<file path="src/rtl/ascon_aead_arbiter.sv">
// Purpose: round-robin share of one Ascon AEAD core between two requesters, with a watchdog on core completion.
// Latency: grant in cycle G, core_start at G+1, response valid the cycle after core done (or after timeout).
// Backpressure: req_ready only in IDLE; a response is held in RESP until the owner asserts rsp_ready.
//
// Ports:
//   clk, rst                  clock (rising edge), asynchronous active-low reset
//   req_valid/req_ready [1:0] per-requester request handshake; req_ready is the one-hot grant
//   req_key/nonce/ad/pt       packed operands, requester i at slice i
//   rsp_valid/rsp_ready [1:0] per-requester response handshake
//   rsp_ct/rsp_tag/rsp_err    response payload; err marks a timeout with ct/tag forced to zero
//   core_key/nonce/ad/pt      operands latched for the core, stable until the next grant
//   core_start                one-cycle start pulse to the core
//   core_ct/core_tag          core results, sampled when core_ready rises
//   core_ready                core done (level)
//   busy                      arbiter is not idle
module ascon_aead_arbiter #(
    parameter int unsigned K       = 128,
    parameter int unsigned L       = 16,
    parameter int unsigned Y       = 16,
    parameter int unsigned TIMEOUT = 255
) (
    input  logic             clk,
    input  logic             rst,
    input  logic [1:0]       req_valid,
    output logic [1:0]       req_ready,
    input  logic [2*K-1:0]   req_key,
    input  logic [255:0]     req_nonce,
    input  logic [2*L-1:0]   req_ad,
    input  logic [2*Y-1:0]   req_pt,
    output logic [1:0]       rsp_valid,
    input  logic [1:0]       rsp_ready,
    output logic [Y-1:0]     rsp_ct,
    output logic [127:0]     rsp_tag,
    output logic             rsp_err,
    output logic [K-1:0]     core_key,
    output logic [127:0]     core_nonce,
    output logic [L-1:0]     core_ad,
    output logic [Y-1:0]     core_pt,
    output logic             core_start,
    input  logic [Y-1:0]     core_ct,
    input  logic [127:0]     core_tag,
    input  logic             core_ready,
    output logic             busy
);

    typedef enum logic [2:0] {
        S_IDLE      = 3'd0,
        S_START     = 3'd1,
        S_WAIT_CLR  = 3'd2,
        S_WAIT_DONE = 3'd3,
        S_RESP      = 3'd4
    } state_t;

    localparam logic [15:0] TO_CNT = 16'(TIMEOUT);

    state_t         state_q, state_d;
    logic           owner_q, owner_d;
    logic           last_grant_q, last_grant_d;
    logic [15:0]    cnt_q, cnt_d;
    logic [K-1:0]   key_q, key_d;
    logic [127:0]   nonce_q, nonce_d;
    logic [L-1:0]   ad_q, ad_d;
    logic [Y-1:0]   pt_q, pt_d;
    logic           start_q, start_d;
    logic [1:0]     rsp_valid_q, rsp_valid_d;
    logic [Y-1:0]   rsp_ct_q, rsp_ct_d;
    logic [127:0]   rsp_tag_q, rsp_tag_d;
    logic           rsp_err_q, rsp_err_d;
    logic           busy_q, busy_d;

    logic [1:0]     grant;
    logic           win;
    logic           timeout_hit;

    // Round robin: a lone requester always wins; on contention the one
    // that did not win last time goes first.
    always_comb begin
        grant = 2'b00;
        case (req_valid)
            2'b01:   grant = 2'b01;
            2'b10:   grant = 2'b10;
            2'b11:   grant = last_grant_q ? 2'b01 : 2'b10;
            default: grant = 2'b00;
        endcase
    end

    assign win         = grant[1];
    assign timeout_hit = (cnt_q == TO_CNT);

    // Grant is combinational so a request can be accepted in the same cycle
    // it is raised; it is masked while reset is held so every output reads 0.
    assign req_ready = ((state_q == S_IDLE) && rst) ? grant : 2'b00;

    always_comb begin
        state_d      = state_q;
        owner_d      = owner_q;
        last_grant_d = last_grant_q;
        cnt_d        = cnt_q;
        key_d        = key_q;
        nonce_d      = nonce_q;
        ad_d         = ad_q;
        pt_d         = pt_q;
        start_d      = 1'b0;
        rsp_valid_d  = rsp_valid_q;
        rsp_ct_d     = rsp_ct_q;
        rsp_tag_d    = rsp_tag_q;
        rsp_err_d    = rsp_err_q;

        case (state_q)
            S_IDLE: begin
                if (grant != 2'b00) begin
                    key_d        = win ? req_key[2*K-1:K]     : req_key[K-1:0];
                    nonce_d      = win ? req_nonce[255:128]   : req_nonce[127:0];
                    ad_d         = win ? req_ad[2*L-1:L]      : req_ad[L-1:0];
                    pt_d         = win ? req_pt[2*Y-1:Y]      : req_pt[Y-1:0];
                    owner_d      = win;
                    last_grant_d = win;
                    start_d      = 1'b1;
                    state_d      = S_START;
                end
            end
            S_START: begin
                cnt_d   = 16'd1;
                state_d = S_WAIT_CLR;
            end
            S_WAIT_CLR: begin
                // The core still shows the previous done level until it
                // drops ready to acknowledge the start pulse.
                cnt_d = cnt_q + 16'd1;
                if (timeout_hit) begin
                    rsp_ct_d    = '0;
                    rsp_tag_d   = '0;
                    rsp_err_d   = 1'b1;
                    rsp_valid_d = owner_q ? 2'b10 : 2'b01;
                    state_d     = S_RESP;
                end else if (!core_ready) begin
                    state_d = S_WAIT_DONE;
                end
            end
            S_WAIT_DONE: begin
                cnt_d = cnt_q + 16'd1;
                // Done is checked first so a result arriving on the last
                // allowed cycle is still returned.
                if (core_ready) begin
                    rsp_ct_d    = core_ct;
                    rsp_tag_d   = core_tag;
                    rsp_err_d   = 1'b0;
                    rsp_valid_d = owner_q ? 2'b10 : 2'b01;
                    state_d     = S_RESP;
                end else if (timeout_hit) begin
                    rsp_ct_d    = '0;
                    rsp_tag_d   = '0;
                    rsp_err_d   = 1'b1;
                    rsp_valid_d = owner_q ? 2'b10 : 2'b01;
                    state_d     = S_RESP;
                end
            end
            S_RESP: begin
                if (rsp_ready[owner_q]) begin
                    rsp_valid_d = 2'b00;
                    state_d     = S_IDLE;
                end
            end
            default: begin
                state_d = S_IDLE;
            end
        endcase

        busy_d = (state_d != S_IDLE);
    end

    always_ff @(posedge clk or negedge rst) begin
        if (!rst) begin
            state_q      <= S_IDLE;
            owner_q      <= 1'b0;
            last_grant_q <= 1'b1;
            cnt_q        <= '0;
            key_q        <= '0;
            nonce_q      <= '0;
            ad_q         <= '0;
            pt_q         <= '0;
            start_q      <= 1'b0;
            rsp_valid_q  <= 2'b00;
            rsp_ct_q     <= '0;
            rsp_tag_q    <= '0;
            rsp_err_q    <= 1'b0;
            busy_q       <= 1'b0;
        end else begin
            state_q      <= state_d;
            owner_q      <= owner_d;
            last_grant_q <= last_grant_d;
            cnt_q        <= cnt_d;
            key_q        <= key_d;
            nonce_q      <= nonce_d;
            ad_q         <= ad_d;
            pt_q         <= pt_d;
            start_q      <= start_d;
            rsp_valid_q  <= rsp_valid_d;
            rsp_ct_q     <= rsp_ct_d;
            rsp_tag_q    <= rsp_tag_d;
            rsp_err_q    <= rsp_err_d;
            busy_q       <= busy_d;
        end
    end

    assign core_key   = key_q;
    assign core_nonce = nonce_q;
    assign core_ad    = ad_q;
    assign core_pt    = pt_q;
    assign core_start = start_q;
    assign rsp_valid  = rsp_valid_q;
    assign rsp_ct     = rsp_ct_q;
    assign rsp_tag    = rsp_tag_q;
    assign rsp_err    = rsp_err_q;
    assign busy       = busy_q;

endmodule

</file>
<file path="config.mk">
export PLATFORM = sky130hd
export DESIGN_NAME = ascon_aead_arbiter
export DESIGN_NICKNAME = d
export VERILOG_FILES = /design/src/rtl/ascon_aead_arbiter.sv
export SDC_FILE = /design/constraint.sdc
export NUM_CORES = 1
export LEC_CHECK = 0
export BUFFER_PORTS_ARGS = -buffer_cell sky130_fd_sc_hd__buf_2
export CAP_MARGIN = 20
export CORE_AREA = 2 2 448 450
export DETAILED_ROUTE_END_ITERATION = 8
export DIE_AREA = 0 0 450 452
export GPL_TIMING_DRIVEN = 0
export PLACE_DENSITY_LB_ADDON = 0.3
export SYNTH_ARGS = -nofsm -noshare
export SYNTH_HDL_FRONTEND = slang
export SYNTH_SLANG_ARGS = --single-unit
</file>
<file path="constraint.sdc">
create_clock -name clk -period 2.4 [get_ports clk]
set_clock_uncertainty 0.05 [all_clocks]
set_input_delay 0.12 -clock clk [delete_from_list [all_inputs] [get_ports clk]]
set_output_delay 0.12 -clock clk [all_outputs]
set_load 0.01 [all_outputs]
</file>
==> results of run 1 <==
## metrics by stage
| step | instances | utilization | total power, W |
|---|---|---|---|
| 2_1_floorplan | 2346 | - | 0.02167 |
| 3_3_place_gp | 6167 | 0.1459 | 0.03216 |
| 3_5_place_dp | 6179 | 0.1472 | 0.03237 |
| 4_1_cts | 7028 | 0.1968 | 0.04444 |
| 5_1_grt | 7038 | 0.1972 | 0.04637 |
| 6_report | 7052 | 0.1973 | 0.04370 |
## worst max-delay path, cell delays in order, from the launching register on
cell and delay (ps):
sky130_fd_sc_hd__dfstp_2 550, sky130_fd_sc_hd__nand2_1 90, sky130_fd_sc_hd__nand2_4 90, sky130_fd_sc_hd__clkbuf_16 160, sky130_fd_sc_hd__clkbuf_8 150, sky130_fd_sc_hd__clkbuf_16 160, sky130_fd_sc_hd__nor2_1 60, sky130_fd_sc_hd__buf_2 150
## timing repair
| item | CTS | global route |
|---|---|---|
| setup buffers | 3 | 3 |
| endpoints found under the hold margin | 626 | 133 |
| resized for setup | 124 | 43 |
| setup endpoints to repair | 434 | 260 |
| pin swaps | 2 | 2 |
## power by group through the flow
| stage | registers [W] | clock network [W] | logic (W) |
|---|---|---|---|
| 4_1_cts | 0.0138 | 0.0107 | 0.0199 |
| 6_report | 0.0139 | 0.0103 | 0.0195 |
| 3_5_place_dp | 0.0139 | 0 | 0.0185 |
| 2_1_floorplan | 0.0151 | 0 | 0.00660 |
| 5_1_grt | 0.0143 | 0.0110 | 0.0211 |
| 3_3_place_gp | 0.0138 | 0 | 0.0183 |
## how the worst max path moves through the flow
stage | cells after the start | endpoint | slack [ps] | start
2_1_floorplan | 7 | rsp_ct[0] | 360 | cnt_q[8]
3_3_place_gp | 1 | core_key[28] | -10060 | rst
3_5_place_dp | 8 | core_key[61] | -1530 | state_q[2]
4_1_cts | 7 | req_ready[1] | -20 | last_grant_q
5_1_grt | 7 | req_ready[1] | -10 | last_grant_q
6_report | 7 | req_ready[1] | 120 | last_grant_q
## layout make-up
| class | instances | area, µm² |
|---|---|---|
| inverters | 4 | 15.01 |
| clock inverters | 21 | 226.5 |
| well taps | 2656 | 3323 |
| fillers | 22590 | 159400 |
| multi-input cells | 1703 | 7581 |
| diodes | 22 | 55.05 |
| repair buffers | 1910 | 13460 |
| flip-flops and latches | 458 | 11460 |
| clock buffers | 98 | 1974 |
| plain buffers | 180 | 1095 |
## routing by layer
layer	global-route usage	vias to the layer above	routed length (µm)
met5	0	-	115
met4	0.04436	18	4627
met3	0.04180	234	12710
met2	0.2652	1147	80620
met1	0.1883	12730	66070
li1	-	11830	-
## synthesized netlist by cell type (2+ instances only)
cell | n | area [µm²]
sky130_fd_sc_hd__a21o_1 | 2 | 15.01
sky130_fd_sc_hd__a21oi_1 | 149 | 745.7
sky130_fd_sc_hd__a22o_1 | 3 | 26.28
sky130_fd_sc_hd__a31oi_1 | 295 | 1846
sky130_fd_sc_hd__and2_1 | 3 | 18.77
sky130_fd_sc_hd__and3_1 | 3 | 18.77
sky130_fd_sc_hd__and4_1 | 4 | 35.03
sky130_fd_sc_hd__buf_1 | 6 | 22.52
sky130_fd_sc_hd__buf_2 | 56 | 280.3
sky130_fd_sc_hd__buf_6 | 6 | 67.56
sky130_fd_sc_hd__clkbuf_1 | 112 | 420.4
sky130_fd_sc_hd__dfrtp_1 | 457 | 11440
sky130_fd_sc_hd__inv_1 | 4 | 15.01
sky130_fd_sc_hd__mux2i_1 | 2 | 20.02
sky130_fd_sc_hd__nand2_1 | 883 | 3314
sky130_fd_sc_hd__nand3_1 | 11 | 55.05
sky130_fd_sc_hd__nand4_1 | 4 | 25.02
sky130_fd_sc_hd__nor2_1 | 299 | 1122
sky130_fd_sc_hd__nor3_1 | 3 | 15.01
sky130_fd_sc_hd__o211ai_1 | 2 | 15.01
sky130_fd_sc_hd__o21ai_0 | 19 | 95.09
sky130_fd_sc_hd__o2bb2ai_1 | 2 | 17.52
sky130_fd_sc_hd__o31ai_1 | 2 | 15.01
sky130_fd_sc_hd__or4_1 | 4 | 30.03
## kinds of logic after synthesis
group | after synthesis | synth area share
flip-flops | 458 | 0.5781
AO/OA/AOI/OAI | 477 | 0.1413
multiplexers | 3 | 0.001578
adder cells (fa/ha/maj) | 1 | 0.0006310
AND/OR/NAND/NOR | 1222 | 0.2373
buffers and inverters | 185 | 0.04102
## sequential cells by signal, indices dropped and copies added (netlist names)
signal	cells
owner_q	1
core_nonce	128
busy	1
core_pt	16
rsp_tag	128
rsp_err	1
core_ad	16
rsp_valid	2
cnt_q	16
rsp_ct	16
last_grant_q	1
core_start	1
core_key	128
state_q	3
==> impl_metrics.py, run 1 <==
metrics = {
    "sta": {
        "achievable-frequency_mhz": 439.1,
        "maxSlewHeadroom": 0.4618,
        "final_hold_viol_count": 133,
        "period_utilization_post_route": 0.9489,
        "finalMaxSlewViolations": 0,
        "finalWorstPathRequiredPeriod_ps": 2277,
        "worst_slew_pin_slew_ps": 807.3,
        "layout_setup_ws_ps": 122.6,
        "final.setup.tns_ps": 0,
        "hold-worst-slack_ps": -730.1,
        "setup_repair_after_global_routing_missed_its_margin": "true",
        "setup_viol_count_final": 0,
    },
    "setup_path": {
        "type_of_destination_of_the_critical_path": "primary output",
        "path_class": "reg -> out",
        "worstRegToRegCells": 7,
        "worstPathArrival_ps": 2110,
        "critical_path.max_fanout": 10,
        "crit_path_required_time_ps": 2230,
        "worst_r2r_startpoint": "last_grant_q",
        "critPathLaunchType": "flop",
        "r2r_slack_ps": 140,
        "r2r-end": "core_nonce[58]",
    },
    "placement": {
        "port_buffers": 1165,
        "dp_slack_ps": -1529,
        "detailed_place_hpwl_um": 134500,
        "final_wtd_congestion": 0.9408,
        "detailed_place.area_mm2": 0.02925,
    },
    "synthesis": {
        "synthDistinctLibCells": 39,
        "yosysSeqAreaShare": 0.5781,
        "postSynthCellCount": 2346,
        "mappedNetlistArea_mm2": 0.01983,
        "ys_seq_elements": 458,
        "avgSynthCellArea_um2": 8.451,
        "synth_enable_flop_cells": 0,
        "synth_nets": 3074,
        "synth-warning-count": 0,
        "async_flop_share": 1.000,
        "synth_ff_type": "sky130_fd_sc_hd__dfrtp_1",
    },
    "die": {
        "fp.dieW_um": 450,
        "standard_cell_rows": 164,
        "core_box_area_mm2": 0.1986,
        "initial_utilization": 0.09982,
        "die_height_um": 452,
        "io_pins": 1166,
        "die_area_mm2": 0.2034,
    },
    "layout": {
        "layout-area-overhead-vs-synth_pct": 97.69,
        "final_common_cell": "sky130_fd_sc_hd__buf_2",
        "most-common-layout-cells": "sky130_fd_sc_hd__buf_2, sky130_fd_sc_hd__nand2_1, sky130_fd_sc_hd__dlygate4sd3_1",
        "drive_above_1_share": 0.3288,
        "layout.cell_area.non_filler_mm2": 0.03920,
        "layout.nets": 5052,
    },
    "worst_hold_path": {
        "hold_class": "in -> async",
    },
    "global_routing": {
        "antenna_found_initial": 66,
        "grt_usage": 0.1546,
        "grt_start_max_net_pins": 100,
        "grt_overflow": 0,
        "grt_pass1_wl_um": 218900,
        "grt_pass1_vias": 26890,
    },
    "clocking": {
        "cts-root-to-sink-buffers": 3,
        "cts_inserted_buffers": 67,
        "clkSinkCount": 458,
        "clock_insertion_delay_worst_skew_ps": 670,
        "ctsHoldBuffers": 727,
        "htree_levels": 3,
        "root_driver": "sky130_fd_sc_hd__clkbuf_16",
        "clkTransAtPathRegs_ps": 60,
        "clock_tree_from_tritoncts": "done",
    },
    "detailed_routing": {
        "vias": 25960,
        "route.antenna.remaining_nets": 0,
        "routed_wire_length_per_instance_um": 23.28,
        "first_iteration_detailed_routing_drc_count": 2021,
        "first_pass_iters": 5,
        "post-route-drc-count": 0,
        "drt-vias-per-instance": 3.681,
        "detail_route.wirelength_um": 164100,
    },
    "power_and_ir_drop": {
        "power_switching_w": 0.01919,
        "clock_network_power_share": 0.236,
        "combinationalPowerShare": 0.447,
        "share_seq_of_total_power": 0.318,
        "powerDensity_mw_per_mm2": 1115,
        "internal_power_w": 0.02451,
        "p_leak_nw": 18.07,
        "vdd_drop_max_v": 0.0004686,
        "power.switching_fraction": 0.4392,
    },
    "outcome": {
        "status": "finished with violations",
        "failed_checks": "hold timing",
    },
    "job": {
        "cap_violations": 0,
    },
}
Note: power is estimated with default switching activity, not from simulation.
==> run 2: changes to the inputs <==
- clock period: 2.4 -> 2.1 ns (I/O delays scaled with it)
==> impl_metrics.py, run 2 (synthesized netlist as in run 1, its figures left out) <==
metrics = {
    "clocking": {
        "clkTransAtPathRegs_ps": 60,
        "clock_tree_from_tritoncts": "done",
        "clkSinkCount": 458,
        "cts_inserted_buffers": 67,
        "root_driver": "sky130_fd_sc_hd__clkbuf_16",
        "htree_levels": 3,
        "clock_insertion_delay_worst_skew_ps": 670,
        "cts-root-to-sink-buffers": 3,
    },
    "die": {
        "die_height_um": 452,
        "die_area_mm2": 0.2034,
        "io_pins": 1166,
        "initial_utilization": 0.09982,
        "standard_cell_rows": 164,
        "core_box_area_mm2": 0.1986,
        "fp.dieW_um": 450,
    },
    "sta": {
        "finalMaxSlewViolations": 0,
        "finalWorstPathRequiredPeriod_ps": 2221,
        "layout_setup_ws_ps": -120.8,
        "achievable-frequency_mhz": 450.3,
        "worst_slew_pin_slew_ps": 705.4,
        "maxSlewHeadroom": 0.5297,
        "final.setup.tns_ps": -6359,
        "setup_repair_after_global_routing_missed_its_margin": "true",
        "period_utilization_post_route": 1.058,
        "setup_viol_count_final": 97,
        "hold-worst-slack_ps": -152.1,
        "final_hold_viol_count": 95,
    },
    "detailed_routing": {
        "vias": 26530,
        "drt-vias-per-instance": 3.739,
        "route.met3.wl_um": 12450,
        "maxUsedRoutingLayer": "met5",
        "post-route-drc-count": 0,
        "route.antenna.remaining_nets": 0,
        "first_iteration_detailed_routing_drc_count": 2278,
        "detail_route.wirelength_um": 167000,
        "routed_wire_length_per_instance_um": 23.54,
        "wirelength_met1_um": 67350,
        "met2WireLength_um": 81740,
        "first_pass_iters": 6,
    },
    "placement": {
        "port_buffers": 1165,
        "final_wtd_congestion": 0.9408,
        "detailed_place.area_mm2": 0.02925,
        "number_of_placed_instances_taps_included": 6179,
        "detailed_place_hpwl_um": 134500,
    },
    "power_and_ir_drop": {
        "report.power.total_w": 0.05132,
        "vdd_drop_max_v": 0.0005295,
        "p_leak_nw": 18.62,
        "powerDensity_mw_per_mm2": 1255,
    },
    "setup_path": {
        "crit_path_required_time_ps": 2590,
        "critical_path.cell_chain": "or4_4 > nor4_4 > and3_4 > buf_12 > buf_12 > buf_8 > buf_8 > a21oi_2",
        "slowest_stage": "sky130_fd_sc_hd__or4_4",
        "worstRegToRegCells": 8,
        "worstPathArrival_ps": 2710,
        "timing.critical_path.buf_inv": 4,
        "worstSetupPathDepth": 8,
        "critPathLaunchType": "flop",
        "critical_path.max_fanout": 5,
        "type_of_destination_of_the_critical_path": "flop",
        "path_class": "reg -> reg",
        "critical_path.max_stage_delay_ps": 580,
        "dominant_delay_contributor_by_cell_family_on_the_critical_path": "simple AND/OR/NAND/NOR gates",
    },
    "layout": {
        "final_cells": 7095,
        "layout.cell_area.non_filler_mm2": 0.04090,
        "most-common-layout-cells": "sky130_fd_sc_hd__buf_2, sky130_fd_sc_hd__nand2_1, sky130_fd_sc_hd__dlygate4sd3_1",
        "drive_above_1_share": 0.3703,
        "layout.nets": 5091,
        "layout-area-overhead-vs-synth_pct": 106.3,
        "fill_cells": 22430,
        "final_common_cell": "sky130_fd_sc_hd__buf_2",
    },
    "global_routing": {
        "grt_start_max_net_pins": 100,
        "grt_overflow": 0,
        "grt_pass1_wl_um": 221900,
        "antenna_found_initial": 63,
        "grt_usage": 0.1566,
        "grt_pass1_vias": 27270,
    },
    "outcome": {
        "status": "finished with violations",
        "failed_checks": "hold timing, setup timing",
    },
    "worst_hold_path": {
        "hold_class": "in -> async",
    },
    "job": {
        "cap_violations": 0,
    },
}
[run 2: worst paths after layout]
kind	from	endpoint	slack, ps
worst max-delay path	cnt_q[9]	rsp_tag[85]	-120
worst min-delay path	rst	rsp_tag[74]	-150
worst max register to register	cnt_q[9]	rsp_tag[85]	-120
worst min register to register	rsp_valid[1]	rsp_valid[1]	450
max in group asynchronous	rst	core_key[59]	580
min in group clk	rsp_ready[1]	rsp_valid[1]	130
[run 2: what timing repair did]
item,in CTS,in global routing
hold endpoints to repair,626,133
pin swaps,7,4
setup buffers,34,4
hold buffers,727,7
resized for setup,349,110
cloned,11,2
endpoints found under the setup margin,449,266
[run 2: stage by stage]
stage,util,worst slack (ps)
floorplan,-,56.77
global placement,0.1459,-10340
detailed placement,0.1472,-1829
CTS,0.2038,-155.8
global route,0.2056,-164.2
finish,0.2059,-120.8
[run 2: metal layers]
| metal | vias up | track usage |
|---|---|---|
| met3 | 251 | 0.03843 |
| met1 | 13160 | 0.1928 |
| met4 | 20 | 0.04813 |
| met5 | - | 0 |
| li1 | 11920 | - |
| met2 | 1177 | 0.2679 |
[run 2: final cells by class]
| cell class | instances | area (µm²) | area share |
|---|---|---|---|
| repair buffers | 1954 | 14270 | 0.3490 |
| flip-flops and latches | 458 | 11470 | 0.2804 |
| multi-input cells | 1703 | 8128 | 0.1987 |
| well taps | 2656 | 3323 | 0.08126 |
| clock buffers | 98 | 1974 | 0.04828 |
| plain buffers | 175 | 1424 | 0.03482 |
| clock inverters | 21 | 226.5 | 0.005538 |
| diodes | 26 | 65.06 | 0.001591 |
| inverters | 4 | 15.01 | 0.0003671 |
[run 2: power by group]
| group | leakage (nW) | internal [W] | switching (W) |
|---|---|---|---|
| sequential | 5.34 | 0.0131 | 0.00283 |
| clock | 1.08 | 0.00673 | 0.00507 |
| combinational | 12.2 | 0.00908 | 0.0145 |
| total | 18.6 | 0.0289 | 0.0224 |
[run 2: tightest hold or removal path, stage by stage]
cell	delay (ps)
sky130_fd_sc_hd__buf_8	100
sky130_fd_sc_hd__buf_16	120
sky130_fd_sc_hd__buf_16	100
sky130_fd_sc_hd__buf_16	100
sky130_fd_sc_hd__buf_16	120
sky130_fd_sc_hd__buf_16	340
